## src/rtl/sd_window_decimator_if.sv

```systemverilog
// rtl/sd_window_decimator_if.sv - stream/control/output bundle for sd_window_decimator
//
// Purpose: groups the bitstream inputs, run-time controls and decimated outputs
// of sd_window_decimator so the block and its producer/consumer share one port.
// Signals:
//   stream      CHANNELS bits   sigma-delta bitstreams, one bit per channel per clk
//   window      WIN_BITS        integration length (0 -> 1, >MAX_WINDOW -> MAX_WINDOW)
//   decim       DECIM_BITS      output every decim+1 clocks
//   value       CHANNELS*RES    saturated window sums, channel c at [c*RES +: RES]
//   value_valid 1               one-cycle strobe, value updated this cycle
//   filled      1               current window fully populated
// Modports: master drives stream/window/decim, slave (the decimator) drives outputs.
interface sd_window_decimator_if #(
  parameter int CHANNELS   = 2,
  parameter int RESOLUTION = 6,
  parameter int MAX_WINDOW = 128,
  parameter int DECIM_BITS = 4
);
  localparam int WIN_BITS = $clog2(MAX_WINDOW + 1);

  logic [CHANNELS-1:0]            stream;
  logic [WIN_BITS-1:0]            window;
  logic [DECIM_BITS-1:0]          decim;
  logic [CHANNELS*RESOLUTION-1:0] value;
  logic                           value_valid;
  logic                           filled;

  modport master (
    output stream, window, decim,
    input  value, value_valid, filled
  );

  modport slave (
    input  stream, window, decim,
    output value, value_valid, filled
  );
endinterface

```

## src/rtl/sd_window_decimator.sv

```systemverilog
// rtl/sd_window_decimator.sv - multi-channel windowed sigma-delta integrator with saturating decimated output
//
// Purpose: each channel sums its 1-bit stream over the last W samples
// (W = clamp(window, 1, MAX_WINDOW)), saturates the sum to RESOLUTION bits
// and publishes it every decim+1 clocks once the window is full.
// Ports:
//   clk    sample clock
//   reset  asynchronous, active-high reset
//   bus    sd_window_decimator_if.slave (stream, window, decim in; value,
//          value_valid, filled out)
module sd_window_decimator #(
  parameter int CHANNELS   = 2,
  parameter int RESOLUTION = 6,
  parameter int MAX_WINDOW = 128,
  parameter int DECIM_BITS = 4
) (
  input  logic                  clk,
  input  logic                  reset,
  sd_window_decimator_if.slave  bus
);

  localparam int WIN_BITS = $clog2(MAX_WINDOW + 1);
  localparam int PTR_BITS = (MAX_WINDOW > 1) ? $clog2(MAX_WINDOW) : 1;
  localparam logic [WIN_BITS-1:0]   MAX_W   = WIN_BITS'(MAX_WINDOW);
  localparam logic [PTR_BITS-1:0]   PTR_LAST = PTR_BITS'(MAX_WINDOW - 1);
  localparam logic [PTR_BITS-1:0]   PTR_MAX  = PTR_BITS'(MAX_WINDOW);
  localparam logic [WIN_BITS-1:0]   SAT_W    = WIN_BITS'((2 ** RESOLUTION) - 1);
  localparam logic [RESOLUTION-1:0] SAT_R    = '1;

  typedef enum logic {FILL, RUN} state_t;

  state_t                         state_q, state_d;
  logic [WIN_BITS-1:0]            w_eff;
  logic [WIN_BITS-1:0]            window_q;
  logic [WIN_BITS-1:0]            fill_cnt;
  logic [PTR_BITS-1:0]            wr_ptr, rd_ptr, w_lo;
  logic [DECIM_BITS-1:0]          dcnt, decim_q;
  logic [WIN_BITS-1:0]            sum_q [CHANNELS];
  logic [MAX_WINDOW-1:0]          hist  [CHANNELS];
  logic [CHANNELS-1:0]            outgoing;
  logic [CHANNELS*RESOLUTION-1:0] sat_sums;
  logic [CHANNELS*RESOLUTION-1:0] value_q;
  logic                           value_valid_q, filled_q;
  logic                           restart, fill_done, strobe;

  // Effective window, clamped into 1..MAX_WINDOW.
  always_comb begin
    w_eff = bus.window;
    if (bus.window == '0)
      w_eff = WIN_BITS'(1);
    else if (bus.window > MAX_W)
      w_eff = MAX_W;
  end

  // Outgoing bit sits W writes behind the write pointer. W == MAX_WINDOW
  // reads the slot about to be overwritten, which still holds the old bit.
  // The subtraction is done modulo 2^PTR_BITS; the true result is always
  // below MAX_WINDOW so the truncated arithmetic lands on the right slot.
  always_comb begin
    w_lo = (w_eff == MAX_W) ? '0 : w_eff[PTR_BITS-1:0];
    if (wr_ptr >= w_lo)
      rd_ptr = wr_ptr - w_lo;
    else
      rd_ptr = wr_ptr + PTR_MAX - w_lo;
  end

  always_comb begin
    for (int c = 0; c < CHANNELS; c++) begin
      outgoing[c] = hist[c][rd_ptr];
      sat_sums[c*RESOLUTION +: RESOLUTION] =
        (sum_q[c] > SAT_W) ? SAT_R : RESOLUTION'(sum_q[c]);
    end
  end

  // Next-state and per-cycle control. A window change overrides everything,
  // including a decimation wrap landing on the same cycle.
  always_comb begin
    state_d   = state_q;
    restart   = (w_eff != window_q);
    fill_done = 1'b0;
    strobe    = 1'b0;
    if (restart) begin
      state_d = FILL;
    end else begin
      case (state_q)
        FILL: begin
          if (fill_cnt == w_eff - 1'b1) begin
            fill_done = 1'b1;
            state_d   = RUN;
          end
        end
        RUN: begin
          strobe = (dcnt >= decim_q);
        end
        default: state_d = FILL;
      endcase
    end
  end

  always_ff @(posedge clk or posedge reset) begin
    if (reset) begin
      state_q       <= FILL;
      window_q      <= MAX_W;
      wr_ptr        <= '0;
      fill_cnt      <= '0;
      dcnt          <= '0;
      decim_q       <= '0;
      value_q       <= '0;
      value_valid_q <= 1'b0;
      filled_q      <= 1'b0;
      for (int c = 0; c < CHANNELS; c++) sum_q[c] <= '0;
    end else begin
      state_q <= state_d;
      if (restart) begin
        // The sample on this cycle is dropped; value keeps its last contents.
        window_q      <= w_eff;
        fill_cnt      <= '0;
        dcnt          <= '0;
        decim_q       <= bus.decim;
        value_valid_q <= 1'b0;
        filled_q      <= 1'b0;
        for (int c = 0; c < CHANNELS; c++) sum_q[c] <= '0;
      end else begin
        wr_ptr        <= (wr_ptr == PTR_LAST) ? '0 : wr_ptr + 1'b1;
        value_valid_q <= strobe;
        for (int c = 0; c < CHANNELS; c++) begin
          if (state_q == FILL)
            sum_q[c] <= sum_q[c] + WIN_BITS'(bus.stream[c]);
          else
            sum_q[c] <= sum_q[c] + WIN_BITS'(bus.stream[c]) - WIN_BITS'(outgoing[c]);
        end
        if (state_q == FILL) begin
          // decim is tracked while filling so the first RUN period uses it.
          fill_cnt <= fill_cnt + 1'b1;
          dcnt     <= '0;
          decim_q  <= bus.decim;
          if (fill_done) filled_q <= 1'b1;
        end else if (strobe) begin
          // Value is the sum before this cycle's bit: one clock of latency.
          dcnt    <= '0;
          decim_q <= bus.decim;
          value_q <= sat_sums;
        end else begin
          dcnt <= dcnt + 1'b1;
        end
      end
    end
  end

  // History needs no reset: FILL never subtracts, so stale bits are never read.
  always_ff @(posedge clk) begin
    if (!restart) begin
      for (int c = 0; c < CHANNELS; c++) hist[c][wr_ptr] <= bus.stream[c];
    end
  end

  assign bus.value       = value_q;
  assign bus.value_valid = value_valid_q;
  assign bus.filled      = filled_q;

endmodule

```

## src/flat_wrapper.sv

```systemverilog
// flat-port wrapper written by rule: the top's interface ports become plain ports
module sd_window_decimator_flat 
#(
  parameter int CHANNELS   = 2,
  parameter int RESOLUTION = 6,
  parameter int MAX_WINDOW = 128,
  parameter int DECIM_BITS = 4
)
  (clk, reset, bus_stream, bus_window, bus_decim, bus_value, bus_value_valid, bus_filled);
  sd_window_decimator_if #(.CHANNELS(CHANNELS), .RESOLUTION(RESOLUTION), .MAX_WINDOW(MAX_WINDOW), .DECIM_BITS(DECIM_BITS)) bus_i ();
  input  logic clk;
  input  logic reset;
  input wire logic [$bits(bus_i.stream)-1:0] bus_stream;
  input wire logic [$bits(bus_i.window)-1:0] bus_window;
  input wire logic [$bits(bus_i.decim)-1:0] bus_decim;
  output wire logic [$bits(bus_i.value)-1:0] bus_value;
  output wire logic [$bits(bus_i.value_valid)-1:0] bus_value_valid;
  output wire logic [$bits(bus_i.filled)-1:0] bus_filled;
  assign bus_i.stream = bus_stream;
  assign bus_i.window = bus_window;
  assign bus_i.decim = bus_decim;
  assign bus_value = bus_i.value;
  assign bus_value_valid = bus_i.value_valid;
  assign bus_filled = bus_i.filled;
  sd_window_decimator #(.CHANNELS(CHANNELS), .RESOLUTION(RESOLUTION), .MAX_WINDOW(MAX_WINDOW), .DECIM_BITS(DECIM_BITS)) u_core (.clk(clk), .reset(reset), .bus(bus_i));
endmodule
```

## config.mk

```make
export PLATFORM = sky130hd
export DESIGN_NAME = sd_window_decimator_flat
export DESIGN_NICKNAME = d
export VERILOG_FILES = /design/src/rtl/sd_window_decimator_if.sv /design/src/rtl/sd_window_decimator.sv /design/src/flat_wrapper.sv
export SDC_FILE = /design/constraint.sdc
export NUM_CORES = 1
export LEC_CHECK = 0
export ABC_CLOCK_PERIOD_IN_PS = 5500
export CAP_MARGIN = 20
export CORE_MARGIN = 2
export CORE_UTILIZATION = 60
export CTS_CLUSTER_SIZE = 25
export DETAILED_ROUTE_END_ITERATION = 12
export GPL_ROUTABILITY_DRIVEN = 1
export PLACE_DENSITY = 0.77
export SLEW_MARGIN = 25
export SYNTH_ARGS = -nofsm -noshare
export SYNTH_HDL_FRONTEND = slang
export SYNTH_SLANG_ARGS = --single-unit
export TNS_END_PERCENT = 50
```

## constraint.sdc

```tcl
create_clock -name clk -period 5.5 [get_ports clk]
set_input_delay 0.55 -clock clk [delete_from_list [all_inputs] [get_ports clk]]
set_output_delay 0.55 -clock clk [all_outputs]
set_load 0.01 [all_outputs]
```

# [Word level (Yosys, flattened, before mapping)]
# Memories as Yosys holds them, arrays and structs flattened.
# Index checks and enable logic that the tools add are counted.
# Widths: inputs -> output; s select.
[word_totals] wordCells=75 mem_count=1 output_inout_bits=14 mem_bits_rw=256 reg_bits=62
[op_classes] addsub=9 n_eq_ne=6 order_cmp=7 bitwise=1 muxes=35 n_reduce_logical=5
[mem_list] name="u_core.hist" depth=2 width=128 read_ports=2 rd_clocked_by_memory_dff=0 wr=2 line="sd_window_decimator.sv:39" text="logic [MAX_WINDOW-1:0] hist [CHANNELS];"
[op_table] cell="$mux 128" n=1
[op_table] cell="$mux 8" n=6
[op_table] cell="$mux 4" n=6
[op_table] cell="$add 8x1->8" n=2
[op_table] cell="$gt 8x6->1 const B" n=2
[op_table] cell="$lt 7x8->1 const B" n=2
[op_table] cell="$mux 16" n=1
[op_table] cell="$sub 8x1->8" n=2
[op_table] cell="$bmux 1 s7" n=2
[op_table] cell="$mux 1" n=14
[op_table] cell="$mux 7" n=2
[op_table] cell="$mux 6" n=2
[op_table] cell="$add 8x1->8 const B" n=1
[op_table] cell="$eq 8x8->1" n=1
[op_table] cell="$eq 8x8->1 const B" n=1
[op_table] cell="$gt 8x8->1 const B" n=1
[op_table] cell="$logic_not 8->1" n=1
[op_table] cell="$ne 8x8->1" n=1
[op_table] cell="$sub 8x1->8 const B" n=1
[op_table] cell="$add 7x1->7 const B" n=1
[op_table] cell="$demux 1 s7" n=1
[op_table] cell="$eq 7x7->1 const B" n=1
[op_table] cell="$ge 7x1->1 const B" n=1
[op_table] cell="$sub 7x7->7" n=1
[op_table] cell="9 further kinds" n=9

# [Longest topological paths before layout]
[depth] depth_word=11 depth_mapped=24 ltp_nobuf=20

# [Worst setup path before layout]
# Ideal clock, no wire load.
[synth_timing] path_kind="input-to-reg" startpoint="input port bus_window[7]" endpoint="register u_core.sum_q[5] in the netlist's numbering" stages=23 path_slack_ps=872 arrival_time_ps=4496 path_buffers=5 setup_ps=132 path_cell_list="buf_2 > buf_1 > nor2_1 > ha_1 > fa_1 > buf_2 > clkbuf_1 > buf_2 > mux2i_1 > nand3_1 > nand4_1 > mux2_2 > mux2i_1 > mux2i_1 > mux2i_1 > ha_1 > nand2_1 > or2_2 > a21oi_1 > a32o_1 > a32oi_1 > xor2_1 > nor2_1"
[synth_between] elab_chain_len=11
[synth_rtl] element="start: declaration" line="flat_wrapper.sv:14" text="input wire logic [$bits(bus_i.window)-1:0] bus_window;"
[synth_rtl] element="$gt 8x8->1" line="sd_window_decimator.sv:51" text="else if (bus.window > MAX_W)"
[synth_rtl] element="$mux 8" line="sd_window_decimator.sv:51"
[synth_rtl] element="$mux 8 *" line="sd_window_decimator.sv:49" text="if (bus.window == '0)"
[synth_rtl] element="via u_core.w_eff[0]" line="sd_window_decimator.sv:33" text="logic [WIN_BITS-1:0] w_eff;"
[synth_rtl] element="$eq 8x8->1" line="sd_window_decimator.sv:60" text="w_lo = (w_eff == MAX_W) ? '0 : w_eff[PTR_BITS-1:0];"
[synth_rtl] element="$mux 7" line="sd_window_decimator.sv:60"
[synth_rtl] element="$sub 7x7->7" line="sd_window_decimator.sv:62, sd_window_decimator.sv:64"
[synth_rtl] element="$bmux 1 s7" line="sd_window_decimator.sv:69" text="outgoing[c] = hist[c][rd_ptr];"
[synth_rtl] element="$mux 1 (implied by the code)" line="sd_window_decimator.sv:69"
[synth_rtl] element="$sub 8x1->8" line="sd_window_decimator.sv:130" text="sum_q[c] <= sum_q[c] + WIN_BITS'(bus.stream[c]) - WIN_BITS'(outgoing[c]);"
[synth_rtl] element="$mux 8" line="sd_window_decimator.sv:127" text="if (state_q == FILL)"
[synth_rtl] element="$mux 16 *" line="sd_window_decimator.sv:114" text="if (restart) begin"
[synth_rtl] element="end signal: indexed assignment" line="sd_window_decimator.sv:128" text="sum_q[c] <= sum_q[c] + WIN_BITS'(bus.stream[c]);"
[synth_rtl] element="end signal: indexed assignment" line="sd_window_decimator.sv:130"
[synth_rtl] element="end: declaration" line="sd_window_decimator.sv:38" text="logic [WIN_BITS-1:0] sum_q [CHANNELS];"
# The timed path passes the listed nets; every way through them passes the cells marked *. The select of a mux whose other input is x is not followed.
# A chain may end at the register's enable or synchronous reset.

# [Worst setup path in the final report]
[layout_timing] startpoint="input port bus_window[2]" endpoint="register u_core.sum_q[15] in the netlist's numbering"
# Same word-level chain as after synthesis.

==> metrics.txt <==
highest clock rate 0.198 GHz; r2r worst-path depth 19; placed instance area 15700 µm²; net switching power 2670 µW; clk root buf clkbuf_16; Worst VDD drop 344 µV; Die Y 161 µm; Placed Cells 1525; WL/cell 20.6 µm; Hold Path Class flop to flop; total negative slack 0 ns; CTS clk-pin slew, worst paths 0.06 ns; Max FO, Critical Path 11; worst-margin pin slew 1.09 ns; final std cells w/o fill 1581; cells after synthesis 1200; RSZ-0062 raised after global routing no; CP required 5.88 ns; Setup CP Type input pin to flop; quantity of gates resized following cts 0; DR vias 9731; Vias/cell 6.15; Leakage 0.00589 µW; Post-DRT Antenna Nets 0; final WL 32500 µm; status complete, no violations; Combinational Power Share 37.3%; IO Port Bufs 29; CP Capture Type flop; largest net degree at the start of global routing 91; Layout Cell Area excl Fill 16800 µm²; DP HPWL 19500 µm; TritonCTS clock tree yes; Clock Path Buffers 3; Syn-to-layout area delta 13.7%; Post-Syn Area 14800 µm²; Hold Buf Count CTS 0; CORE AREA 24200 µm²; top cell type's share of synthesized area 52.1%; total die area 25900 µm²; Initial Util 60.9%; Remaining DRCs 0; YS warnings 0; Hold Crit Depth 2; part of the power in registers 33.5%; EDFF count, synth 256; ratio of cells with drive above 1 in the final layout 10.2%; setup repair bufs after CTS 0; asr flop ratio synth 19.5%; Clock Latency Late Sink 0.52 ns; cts bufs inserted 34; Critical Path Source Type input pin; H-Tree Level Count 2; hold slack 0.478 ns; synthesized flop and latch total 318; diode count 0; post-synth cell types 61; gpl congestion 0.849; CP arrival 5.42 ns; syn_nets 1239; Slew Limit Fails 0; boundary pin count 30; sequential area share after synthesis 62.6%; FP Rows 57; Starting DRT DRC Count 936; top cells by area, synth edfxtp_1 52%, dfrtp_1 10%, mux2i_1 6.7%; area leader, netlist edfxtp_1; Die Wd 161 µm; initial antenna violation count 0; Max Cap Viol 0; GRT Overall Usage 25.6%; CTS Sinks 318; Final Hold Fails 0; First-pass DRT Iterations 5; top_reg_cell synth edfxtp_1; syn avg cell area 12.3 µm²; Nets 1276; Clk pwr share 29.2%; Rel. slew slack 27.4%; Clock Skew 0.0205 ns; Final Critical Period 5.04 ns; switch share 33.6%; internal power 5260 µW; gr ovfl total 0; global-route wire length before repair 51600 µm; Final Cycle Share 91.6%; number of global-route vias before repair 9684; Final setup viols 0; Power Dens Cells 472 nW/µm²
-- power groups by stage --
stage | sequential [µW] | combinational [µW] | clock, µW
final | 2660 | 2950 | 2320
after global routing | 2660 | 3150 | 2450
after CTS | 2660 | 2940 | 2340
after detailed placement | 2700 | 2920 | 0
after global placement | 2700 | 2850 | 0
after floorplan | 2690 | 1870 | 0
-- logic make-up after synthesis --
kind of cell | Yosys count | share of synthesized area (%)
xor+xnor | 53 | 3.14
buf+inv | 108 | 3.15
compound gates | 121 | 6.34
simple gates | 475 | 15.8
fa+ha+maj | 23 | 2.00
flops | 318 | 62.6
mux | 102 | 6.94
-- final timing paths --
check | startpoint | end | slack [ns]
setup / recovery | bus_window[2] | u_core.sum_q[15] | 0.46
hold / removal | u_core.bus.value[11] | u_core.bus.value[11] | 0.48
setup reg to reg | u_core.wr_ptr[0] | u_core.sum_q[15] | 0.79
hold reg to reg | u_core.bus.value[11] | u_core.bus.value[11] | 0.48
max in group asynchronous | reset | u_core.decim_q[0] | 4.39
min in group asynchronous | reset | u_core.sum_q[3] | 0.59
-- per-layer routing --
| layer | wire length (µm) | share of wire [%] | global-route usage [%] | up-vias |
|---|---|---|---|---|
| met4 | 802 | 2.5 | 7.91 | 0 |
| met2 | 15900 | 49 | 42.7 | 361 |
| li1 | - | - | - | 4506 |
| met5 | 0 | 0 | 0 | - |
| met3 | 2250 | 6.9 | 3.77 | 65 |
| met1 | 13600 | 42 | 35.1 | 4799 |
-- flip-flops by register name (all words and copies together) (netlist names), 4 cells and up --
register and flops:
u_core.wr_ptr 7, u_core.window_q 8, u_core.sum_q 16, u_core.decim_q 4, u_core.bus.value 12, u_core.dcnt 4
u_core.hist 256, u_core.fill_cnt 8
-- layout by cell type, fill, tap and decap left out, types with 14 or more instances in the layout --
cell type        instances
buf_4                   47
xnor2_1                 26
xor2_1                  24
dfrtp_1                 61
nor2b_1                 75
o21ai_0                 16
nand2_1                 56
nor2_1                 181
nor4_1                  20
nand3_1                 77
inv_1                   23
clkbuf_16               37
clkdlybuf4s50_1         27
and4_1                  14
edfxtp_1               256
nor3_1                  16
mux2i_1                 99
a2111oi_0               64
ha_1                    21
-- synth_stat cells, drive strengths merged (3+ instances only) --
| cell type | number |
|---|---|
| edfxtp | 256 |
| nor2 | 181 |
| mux2i | 99 |
| nand3 | 78 |
| nor2b | 75 |
| a2111oi | 65 |
| dfrtp | 61 |
| nand2 | 57 |
| clkbuf | 54 |
| buf | 28 |
| xnor2 | 28 |
| inv | 26 |
| xor2 | 25 |
| ha | 22 |
| nor4 | 20 |
| o21ai | 20 |
| nor3 | 18 |
| and4 | 14 |
| nand4 | 11 |
| a21oi | 10 |
| a21o | 6 |
| or4 | 5 |
| and2 | 3 |
| and3 | 3 |
| mux2 | 3 |
-- metrics by stage --
| stage | total power (µW) | setup WS, ns | util, % |
|---|---|---|---|
| after global placement | 5560 | -0.0156 | 64.5 |
| after CTS | 7930 | 0.442 | 69.3 |
| after floorplan | 4560 | 0.872 | - |
| after detailed placement | 5630 | -0.0922 | 64.6 |
| after global routing | 8260 | 0.0967 | 69.3 |
| final | 7930 | 0.461 | 69.3 |
-- worst max-delay path, cell delays in order --
cell             delay, ns
clkdlybuf4s50_1       0.53
nor3_4                0.06
a21oi_1               0.20
nor2_1                0.11
ha_2                  0.20
fa_4                  0.88
buf_4                 0.22
nor2b_1               0.06
a2111oi_0             0.62
nor4_1                0.10
mux2i_1               0.33
mux2i_1               0.14
mux2i_1               0.26
mux2i_1               0.12
ha_1                  0.22
nand2_1               0.08
nor3_1                0.07
nand3_1               0.16
mux2i_1               0.09
a31oi_1               0.22
xor2_1                0.16
nor2_1                0.05
-- layout make-up --
type / instances / area (µm²)
inverter: 26 / 97.6
clock inverter: 16 / 191
timing repair buffer: 83 / 803
tap: 324 / 405
fill: 1686 / 7450
sequential: 318 / 9240
clock buffer: 40 / 937
multi-input combinational: 774 / 5120
Note: power is estimated with default switching activity, not from simulation.
